### config.mk
export PLATFORM = sky130hd
export DESIGN_NAME = sp1_hmem_copier
export DESIGN_NICKNAME = d
export VERILOG_FILES = /design/src/rtl/sp1_hmem_copier_pkg.sv /design/src/rtl/sp1_hmem_copier_adrgen.sv /design/src/rtl/sp1_hmem_copier.sv
export SDC_FILE = /design/constraint.sdc
export NUM_CORES = 1
export LEC_CHECK = 0
export ABC_AREA = 1
export BUFFER_PORTS_ARGS = -buffer_cell sky130_fd_sc_hd__buf_2
export CORE_MARGIN = 1
export CORE_UTILIZATION = 53
export DETAILED_ROUTE_END_ITERATION = 12
export GPL_TIMING_DRIVEN = 0
export PLACE_DENSITY = 0.93
export SYNTH_ARGS = -nofsm -noshare
export SYNTH_HDL_FRONTEND = slang
export SYNTH_HIERARCHICAL = 1
export SYNTH_SLANG_ARGS = --single-unit
### constraint.sdc
create_clock -name clk -period 6.8 [get_ports clk]
set_input_delay 0 -clock clk [delete_from_list [all_inputs] [get_ports clk]]
set_output_delay 0 -clock clk [all_outputs]
set_load 0.05 [all_outputs]
### src/rtl/sp1_hmem_copier_pkg.sv
// Shared constants and state encoding for the heap block-move engine.
// Imported by the copier FSM and its address generator.
package sp1_hmem_copier_pkg;

  localparam int SP1_WORD_WIDTH = 32;
  localparam int SP1_HEAP_BYTES = 4096;
  localparam int SP1_HMCP_AW    = $clog2(SP1_HEAP_BYTES);
  localparam int SP1_HMCP_LW    = 10;

  localparam logic SP1_HMCP_MODE_COPY = 1'b0;
  localparam logic SP1_HMCP_MODE_FILL = 1'b1;

  typedef enum logic [2:0] {
    SP1_HMCP_ST_IDLE = 3'd0,
    SP1_HMCP_ST_CHK  = 3'd1,
    SP1_HMCP_ST_RD   = 3'd2,
    SP1_HMCP_ST_WR   = 3'd3,
    SP1_HMCP_ST_FILL = 3'd4,
    SP1_HMCP_ST_FIN  = 3'd5
  } sp1_hmcp_state_e;

endpackage

### src/rtl/sp1_hmem_copier_adrgen.sv
// Source/destination pair pointers and remaining-pair count for the copier.
// Loaded with the command, stepped by one 8-byte pair per write cycle.
module sp1_hmem_adrgen
  import sp1_hmem_copier_pkg::*;
#(
  parameter int AW = SP1_HMCP_AW,
  parameter int LW = SP1_HMCP_LW
) (
  input  logic          clk,
  input  logic          rst_n,
  input  logic          load,
  input  logic          step,
  input  logic [AW-1:0] sp_init,
  input  logic [AW-1:0] dp_init,
  input  logic [LW-1:0] len_init,
  output logic [AW-1:0] sp,
  output logic [AW-1:0] dp,
  output logic          last
);

  logic [LW-1:0] rem;

  // The range check upstream guarantees neither pointer wraps past the heap end.
  always_ff @(posedge clk or negedge rst_n) begin
    if (!rst_n) begin
      sp  <= '0;
      dp  <= '0;
      rem <= '0;
    end else if (load) begin
      sp  <= sp_init;
      dp  <= dp_init;
      rem <= len_init;
    end else if (step) begin
      sp  <= sp + AW'(8);
      dp  <= dp + AW'(8);
      rem <= rem - LW'(1);
    end
  end

  assign last = (rem == LW'(1));

endmodule

### src/rtl/sp1_hmem_copier.sv
// Heap block-move engine: copies or fills runs of 8-byte word pairs across the
// even/odd banks of the dual heap RAM, owning both RAM ports while busy.
module sp1_hmem_copier
  import sp1_hmem_copier_pkg::*;
#(
  parameter int DW = SP1_WORD_WIDTH,
  parameter int AW = SP1_HMCP_AW,
  parameter int LW = SP1_HMCP_LW
) (
  input  logic          clk,
  input  logic          rst_n,
  input  logic          start,
  input  logic          abort,
  input  logic          mode,
  input  logic [DW-1:0] src,
  input  logic [DW-1:0] dst,
  input  logic [LW-1:0] len,
  input  logic [DW-1:0] fill_dt,
  output logic          busy,
  output logic          done,
  output logic          err,
  output logic          cs_ev,
  output logic          cs_od,
  output logic          we_ev,
  output logic          we_od,
  output logic [DW-1:0] adrs_ev,
  output logic [DW-1:0] adrs_od,
  output logic [DW-1:0] wr_dt_ev,
  output logic [DW-1:0] wr_dt_od,
  input  logic [DW-1:0] rd_dt_ev,
  input  logic [DW-1:0] rd_dt_od
);

  localparam int CW = AW + LW + 4;
  localparam logic [CW-1:0] HEAP_END = CW'(SP1_HEAP_BYTES);

  sp1_hmcp_state_e state, state_nxt;

  logic          cmd_mode;
  logic [DW-1:0] cmd_src;
  logic [DW-1:0] cmd_dst;
  logic [DW-1:0] cmd_fill;
  logic [LW-1:0] cmd_len;
  logic          err_q;

  logic [AW-1:0] sp;
  logic [AW-1:0] dp;
  logic          last;
  logic          load;
  logic          step;

  logic [CW-1:0] src_end;
  logic [CW-1:0] dst_end;
  logic          dst_bad;
  logic          src_bad;
  logic          reject;

  assign load = (state == SP1_HMCP_ST_IDLE) && start;
  assign step = (state == SP1_HMCP_ST_WR) || (state == SP1_HMCP_ST_FILL);

  sp1_hmem_adrgen #(
    .AW(AW),
    .LW(LW)
  ) u_adrgen (
    .clk      (clk),
    .rst_n    (rst_n),
    .load     (load),
    .step     (step),
    .sp_init  (src[AW-1:0]),
    .dp_init  (dst[AW-1:0]),
    .len_init (len),
    .sp       (sp),
    .dp       (dp),
    .last     (last)
  );

  // End addresses are computed wide enough that a long run cannot alias back into range.
  assign dst_end = CW'(cmd_dst[AW-1:0]) + (CW'(cmd_len) << 3);
  assign src_end = CW'(cmd_src[AW-1:0]) + (CW'(cmd_len) << 3);

  assign dst_bad = (cmd_dst[2:0] != 3'b000) || (cmd_dst[DW-1:AW] != '0) ||
                   (dst_end > HEAP_END);
  assign src_bad = (cmd_mode == SP1_HMCP_MODE_COPY) &&
                   ((cmd_src[2:0] != 3'b000) || (cmd_src[DW-1:AW] != '0) ||
                    (src_end > HEAP_END));
  assign reject  = dst_bad || src_bad;

  always_ff @(posedge clk or negedge rst_n) begin
    if (!rst_n) begin
      state <= SP1_HMCP_ST_IDLE;
    end else begin
      state <= state_nxt;
    end
  end

  // Command fields are frozen at the start edge; the verdict is held for the FIN pulse.
  always_ff @(posedge clk or negedge rst_n) begin
    if (!rst_n) begin
      cmd_mode <= SP1_HMCP_MODE_COPY;
      cmd_src  <= '0;
      cmd_dst  <= '0;
      cmd_fill <= '0;
      cmd_len  <= '0;
      err_q    <= 1'b0;
    end else begin
      if (load) begin
        cmd_mode <= mode;
        cmd_src  <= src;
        cmd_dst  <= dst;
        cmd_fill <= fill_dt;
        cmd_len  <= len;
      end
      if (state == SP1_HMCP_ST_CHK) begin
        err_q <= reject;
      end
    end
  end

  always_comb begin
    state_nxt = state;
    busy      = 1'b0;
    done      = 1'b0;
    err       = 1'b0;
    cs_ev     = 1'b0;
    cs_od     = 1'b0;
    we_ev     = 1'b0;
    we_od     = 1'b0;
    adrs_ev   = '0;
    adrs_od   = '0;
    wr_dt_ev  = '0;
    wr_dt_od  = '0;

    case (state)
      SP1_HMCP_ST_IDLE: begin
        if (start) begin
          state_nxt = SP1_HMCP_ST_CHK;
        end
      end

      SP1_HMCP_ST_CHK: begin
        busy = 1'b1;
        if (reject || (cmd_len == '0)) begin
          state_nxt = SP1_HMCP_ST_FIN;
        end else if (cmd_mode == SP1_HMCP_MODE_FILL) begin
          state_nxt = SP1_HMCP_ST_FILL;
        end else begin
          state_nxt = SP1_HMCP_ST_RD;
        end
      end

      SP1_HMCP_ST_RD: begin
        busy      = 1'b1;
        cs_ev     = 1'b1;
        cs_od     = 1'b1;
        adrs_ev   = DW'(sp);
        adrs_od   = DW'(sp + AW'(4));
        state_nxt = abort ? SP1_HMCP_ST_IDLE : SP1_HMCP_ST_WR;
      end

      // Read data returned from the RD cycle flows straight back out as write data.
      SP1_HMCP_ST_WR: begin
        busy     = 1'b1;
        cs_ev    = 1'b1;
        cs_od    = 1'b1;
        we_ev    = 1'b1;
        we_od    = 1'b1;
        adrs_ev  = DW'(dp);
        adrs_od  = DW'(dp + AW'(4));
        wr_dt_ev = rd_dt_ev;
        wr_dt_od = rd_dt_od;
        if (abort) begin
          state_nxt = SP1_HMCP_ST_IDLE;
        end else if (last) begin
          state_nxt = SP1_HMCP_ST_FIN;
        end else begin
          state_nxt = SP1_HMCP_ST_RD;
        end
      end

      SP1_HMCP_ST_FILL: begin
        busy     = 1'b1;
        cs_ev    = 1'b1;
        cs_od    = 1'b1;
        we_ev    = 1'b1;
        we_od    = 1'b1;
        adrs_ev  = DW'(dp);
        adrs_od  = DW'(dp + AW'(4));
        wr_dt_ev = cmd_fill;
        wr_dt_od = cmd_fill;
        if (abort) begin
          state_nxt = SP1_HMCP_ST_IDLE;
        end else if (last) begin
          state_nxt = SP1_HMCP_ST_FIN;
        end
      end

      SP1_HMCP_ST_FIN: begin
        busy      = 1'b1;
        done      = 1'b1;
        err       = err_q;
        state_nxt = SP1_HMCP_ST_IDLE;
      end

      default: begin
        state_nxt = SP1_HMCP_ST_IDLE;
      end
    endcase
  end

endmodule

# After elaboration in Yosys (flattened, before gate mapping)
# Cells that the tools add are included.
[classes] n_mux=24 addsub=7 n_bitwise=1 n_mul=0 n_shift=0 eq_ne=8 reduce_logical=20 div_mod_pow=0 magnitude_cmp=2
[op_table] cell="$pmux W32 S2" count=2
[op_table] cell="$mux W12" count=4
[op_table] cell="$reduce_bool A20 Y1" count=2
[op_table] cell="$add A12 B13 Y14" count=2
[op_table] cell="$gt A14 B13 Y1 const B" count=2
[op_table] cell="$add A12 B3 Y13 const B" count=2
[op_table] cell="$pmux W13 S2" count=1
[op_table] cell="$add A12 B4 Y12 const B" count=2
[op_table] cell="$pmux W12 S2" count=1
[op_table] cell="$mux W3" count=7
[op_table] cell="$mux W10" count=2
[op_table] cell="$pmux W3 S5" count=1
[op_table] cell="$eq A10 B1 Y1 const B" count=1
[op_table] cell="$logic_not A10 Y1" count=1
[op_table] cell="$sub A10 B1 Y10 const B" count=1
[op_table] cell="$logic_or A1 B1 Y1" count=7
[op_table] cell="$eq A3 B2 Y1 const B" count=2
[op_table] cell="$eq A3 B3 Y1 const B" count=2
[op_table] cell="$reduce_bool A3 Y1" count=2
[op_table] cell="$mux W1" count=5
[op_table] cell="$reduce_or A5 Y1" count=1
[op_table] cell="$eq A3 B1 Y1 const B" count=1
[op_table] cell="$logic_not A3 Y1" count=1
[op_table] cell="$ne A3 B3 Y1 const B" count=1
[op_table] cell="other kinds (8)" count=9
[totals] wordCells=72 memories=0 latch_bits=0 ramBits=0 input_bits=175 ff_bits=145 output_inout_bits=135 romBits=0

# Logic depth before layout (Yosys ltp)
[depth] depth_word=8 depth_mapped=18 depth_no_buf=18

# Cells and area by module
# The synthesis kept the hierarchy.
[modules_own_cells] mod="sp1_hmem_copier" cells_each=892 seq_area_each_um2=2777.7 instances=1 area_each_um2=6882.9
[modules_own_cells] mod="sp1_hmem_adrgen" cells_each=252 seq_area_each_um2=850.8 instances=1 area_each_um2=2019.4

# Worst setup path after synthesis
# No wires, ideal clock.
[synth_timing] kind="register -> output" startpoint="register state[0]" endpoint="output port adrs_od[12]" setup_slack_ns=4.009 arrival_ns=2.791 path_stages_with_launch=16 required_ns=6.800 n_path_buf=2 cell_sequence="dfrtp_1 nor2_2 nand2_1 nand2_4 buf_8 buf_6 nand2_1 o21ai_2 ha_1 nand2_1 nor2_4 nand2_2 nor2_4 nand2_2 or2_1 nor3_2"
[synth_between] elab_chain_cells=3 elab_cells_between_ends=5 cone_classes="3 x eq/ne; 1 x mux; 1 x reduce/logical"
[synth_lines] element="start: declaration" line="sp1_hmem_copier.sv:37" source="sp1_hmcp_state_e state, state_nxt;"
[synth_lines] element="start signal: assignment" line="sp1_hmem_copier.sv:92" source="state <= state_nxt;"
[synth_lines] element="$eq A3 B2 Y1 or $eq A3 B3 Y1 (tied branches)" line="sp1_hmem_copier.sv:133" source="case (state)"
[synth_lines] element="$reduce_or A2 Y1 (no line)"
[synth_lines] element="$pmux W13 S2 *" line="sp1_hmem_copier.sv:133"
[synth_lines] element="end: declaration" line="sp1_hmem_copier.sv:27" source="output logic [DW-1:0] adrs_od,"
# Mark *: on every way between the ends. The rest lies on a longest branch, timed or not.

# Worst setup path in the final report
# Ends and elaborated chain as after synthesis.

==> flow_summary.toml <==
[flow_run]
drv_cap = 0

[synth]
synth.distinct_cells = 48
synth_cells = 1144
ys_seq_area_share_pct = 40.8
yosys_register_bits = 145
syn-mean-instance-area_sq_um = 7.78
async_flop_share_pct = 100
netlist_area_sq_um = 8900
synth-edff-count = 0
yosysWarnings = 6
synth_ff_type = "dfrtp_1"

[finish]
drive_gt1_share_pct = 28.2
layout-area-overhead-vs-synth_pct = 39.4
final_area_sq_um = 12400
num-nets-final = 1782

[grt]
grt_pass1_wl_mm = 52.8
grt_antenna_before_repair = 2
grt_pass1_vias = 10100
grt_usage_pct = 39.5
grt_max_degree = 102
overflow = 0

[cts]
clock_latency_ps = 430
cts_made_buffers = 17
cts_tree = "done"
cts_resized = 0
cts-root-buf = "clkbuf_16"
cts_max_level = 4
clock_sinks = 145
cts.clk_slew.worst_paths_ps = 60
clockBufferDepth = 2

[worst_setup_path]
required_ps = 6800
cp.arrival_ps = 3400
cp_slowest_cell = "dfrtp_1"
slowest_delay_ps = 430
crit_fanout = 17
critPathMostFrequentCell = "nand2_1"
critical_path.cell_chain = "nor2_2, nand2_1, nand2_4, buf_8, buf_6, nand2_1, o21ai_2, ha_1, nand2_1, nor2_4, nand2_2, nor2_4, nand2_2, or2_1, nor3_2, buf_2"
critPathKind = "flop to output port"
endpoint_kind = "output port"
crit_path_start_kind = "flop"

[pwr]
power_density_nw_per_um2 = 470
p_leak_nw = 6.41
ir_worst_vdd_mv = 0.294

[floorplanning]
fp.dieW_um = 132
die_height_um = 132
start_util_pct = 54.1
ioPinCount = 310
design.die.area_sq_um = 17300
core_sq_um = 16500
num_rows = 47

[detailed_routing]
drc = 0
wl_met1_mm = 12.8
topRoutingLayerUsed = "met5"
routedWlPerCell_um = 18.8
first_pass_iters = 8
num_vias = 10300
totalWireLength_mm = 34.1
wl_met3_mm = 3.84
ant_nets = 0
vias_per_cell = 5.67
drt_iter0_markers = 1094
met2_length_mm = 15.1

[sta]
final.setup.tns_ps = 0
maxSlewHeadroom_pct = 12.5
rsz0062_at_grt = "no"
post-route-period-util_pct = 50.1
worst_slack_ps = 3400
fmax_mhz = 294
hold_viol = 0
fin_skew_ps = 21.0
setup_violations = 0
period_needed_ps = 3400
drv_slew = 0
max_slew.worst_pin.slew_ps = 1300

[placed_design]
io_buffers = 270
dpl-instance-area_sq_um = 10700
place_hpwl_mm = 21.3
pre_cts_slack_ps = 3840
routabilityCongestion = 0.950

[min_path]
hp-class = "input pin to asynchronous set/reset pin"

[outcome]
status = "complete, no violations"
==> power breakdown <==
part | switching (W) | total, W | leakage, nW | internal, W
Sequential | 0.000342 | 0.00163 | 1.76 | 0.00129
Combinational | 0.00220 | 0.00324 | 4.36 | 0.00104
Clock | 0.000415 | 0.000969 | 0.284 | 0.000555
==> worst paths after layout <==
kind	slack [ps]	depth (start not counted)	endpoint	startpoint
worst max-delay path	3400	16	adrs_od[12]	state[0]
worst min-delay path	80	2	cmd_fill[12]	rst_n
worst max register to register	3480	9	u_adrgen/sp[4]	state[0]
worst min register to register	490	2	u_adrgen/sp[2]	u_adrgen/sp[2]
max in group asynchronous	5860	3	cmd_dst[9]	rst_n
min in group clk	320	4	cmd_fill[22]	fill_dt[22]
==> cells by family after synthesis <==
family	share of synthesized area, %
buf+inv	12.6
compound gates	13.8
fa+ha+maj	3.68
simple gates	22.4
flops	40.8
other cells	0.0421
xor+xnor	0.787
mux	5.93
==> area by class of cell <==
class,count,area [sq um]
clock buffer,18,429
clock inverter,14,169
tap,220,275
fill,1086,4060
buffer,85,543
sequential,145,3630
antenna,1,2.50
timing repair buffer,381,2490
inverter,155,582
multi-input combinational,797,4290
==> cell usage after synthesis (3+ instances only) <==
cell type	n	area [sq um]
a21oi_1	18	90.1
a22oi_2	15	188
buf_2	8	40.0
buf_4	44	330
buf_6	5	56.3
clkbuf_1	27	101
dfrtp_1	145	3630
ha_1	23	288
inv_1	148	556
inv_2	7	26.3
mux2_2	46	518
nand2_1	311	1170
nand2_2	5	31.3
nand3_1	54	270
nand4_1	15	93.8
nor2_1	50	188
nor2_2	3	18.8
nor3_1	12	60.1
nor4_1	9	56.3
o211ai_1	3	22.5
o21ai_0	145	726
o21ai_1	8	40.0
o21ai_2	4	35.0
xnor2_1	4	35.0
xor2_1	4	35.0
==> cell usage in the layout, fill, tap and decap left out, drive strengths merged, types with 2 or more instances in the layout <==
cell type / n
a21oi: 18
a22o: 2
a22oi: 16
buf: 329
bufinv: 2
clkbuf: 45
clkinvlp: 3
conb: 39
dfrtp: 145
dlygate4sd3: 110
fa: 2
ha: 23
inv: 163
mux2: 46
nand2: 317
nand3: 56
nand3b: 2
nand4: 15
nor2: 55
nor3: 14
nor4: 9
o211ai: 3
o21a: 2
o21ai: 158
o221ai: 2
o31ai: 2
or2: 2
xnor2: 4
xor2: 4
==> through the flow <==
| step | hold WS [ps] | util (%) | power, W | std cells |
|---|---|---|---|---|
| after detailed placement | -39.6 | 65.0 | 0.00460 | 1673 |
| after CTS | 93.3 | 75.3 | 0.00564 | 1815 |
| final | 75.9 | 75.3 | 0.00584 | 1816 |
| after global placement | 207 | 64.8 | 0.00447 | 1672 |
| after global routing | 138 | 75.3 | 0.00619 | 1816 |
| after floorplan | -296 | - | 0.00384 | 1182 |
==> flip-flops by register name (all words and copies together) (netlist names) <==
signal / flops
u_adrgen/sp: 12
cmd_src: 32
cmd_dst: 32
state: 3
cmd_fill: 32
u_adrgen/rem: 10
cmd_mode: 1
err_q: 1
u_adrgen/dp: 12
cmd_len: 10
==> routing by layer <==
metal / vias to the layer above / GRT usage [%]
li1: 4508 / -
met1: 4716 / 49.6
met2: 832 / 60.8
met3: 244 / 10.3
met4: 2 / 24.4
met5: - / 0
==> timing repair <==
action | in CTS | in global routing
setup buffers | 0 | 0
endpoints found under the hold margin | 198 | 0
hold buffers | 110 | 0
==> critical path, delay by kind of cell (launching register included) <==
family,cells,cell delay (ps)
compound gates,1,160
fa+ha+maj,1,250
buf+inv,3,640
flops,1,430
simple gates,11,1490
Note: power is estimated with default switching activity, not from simulation.
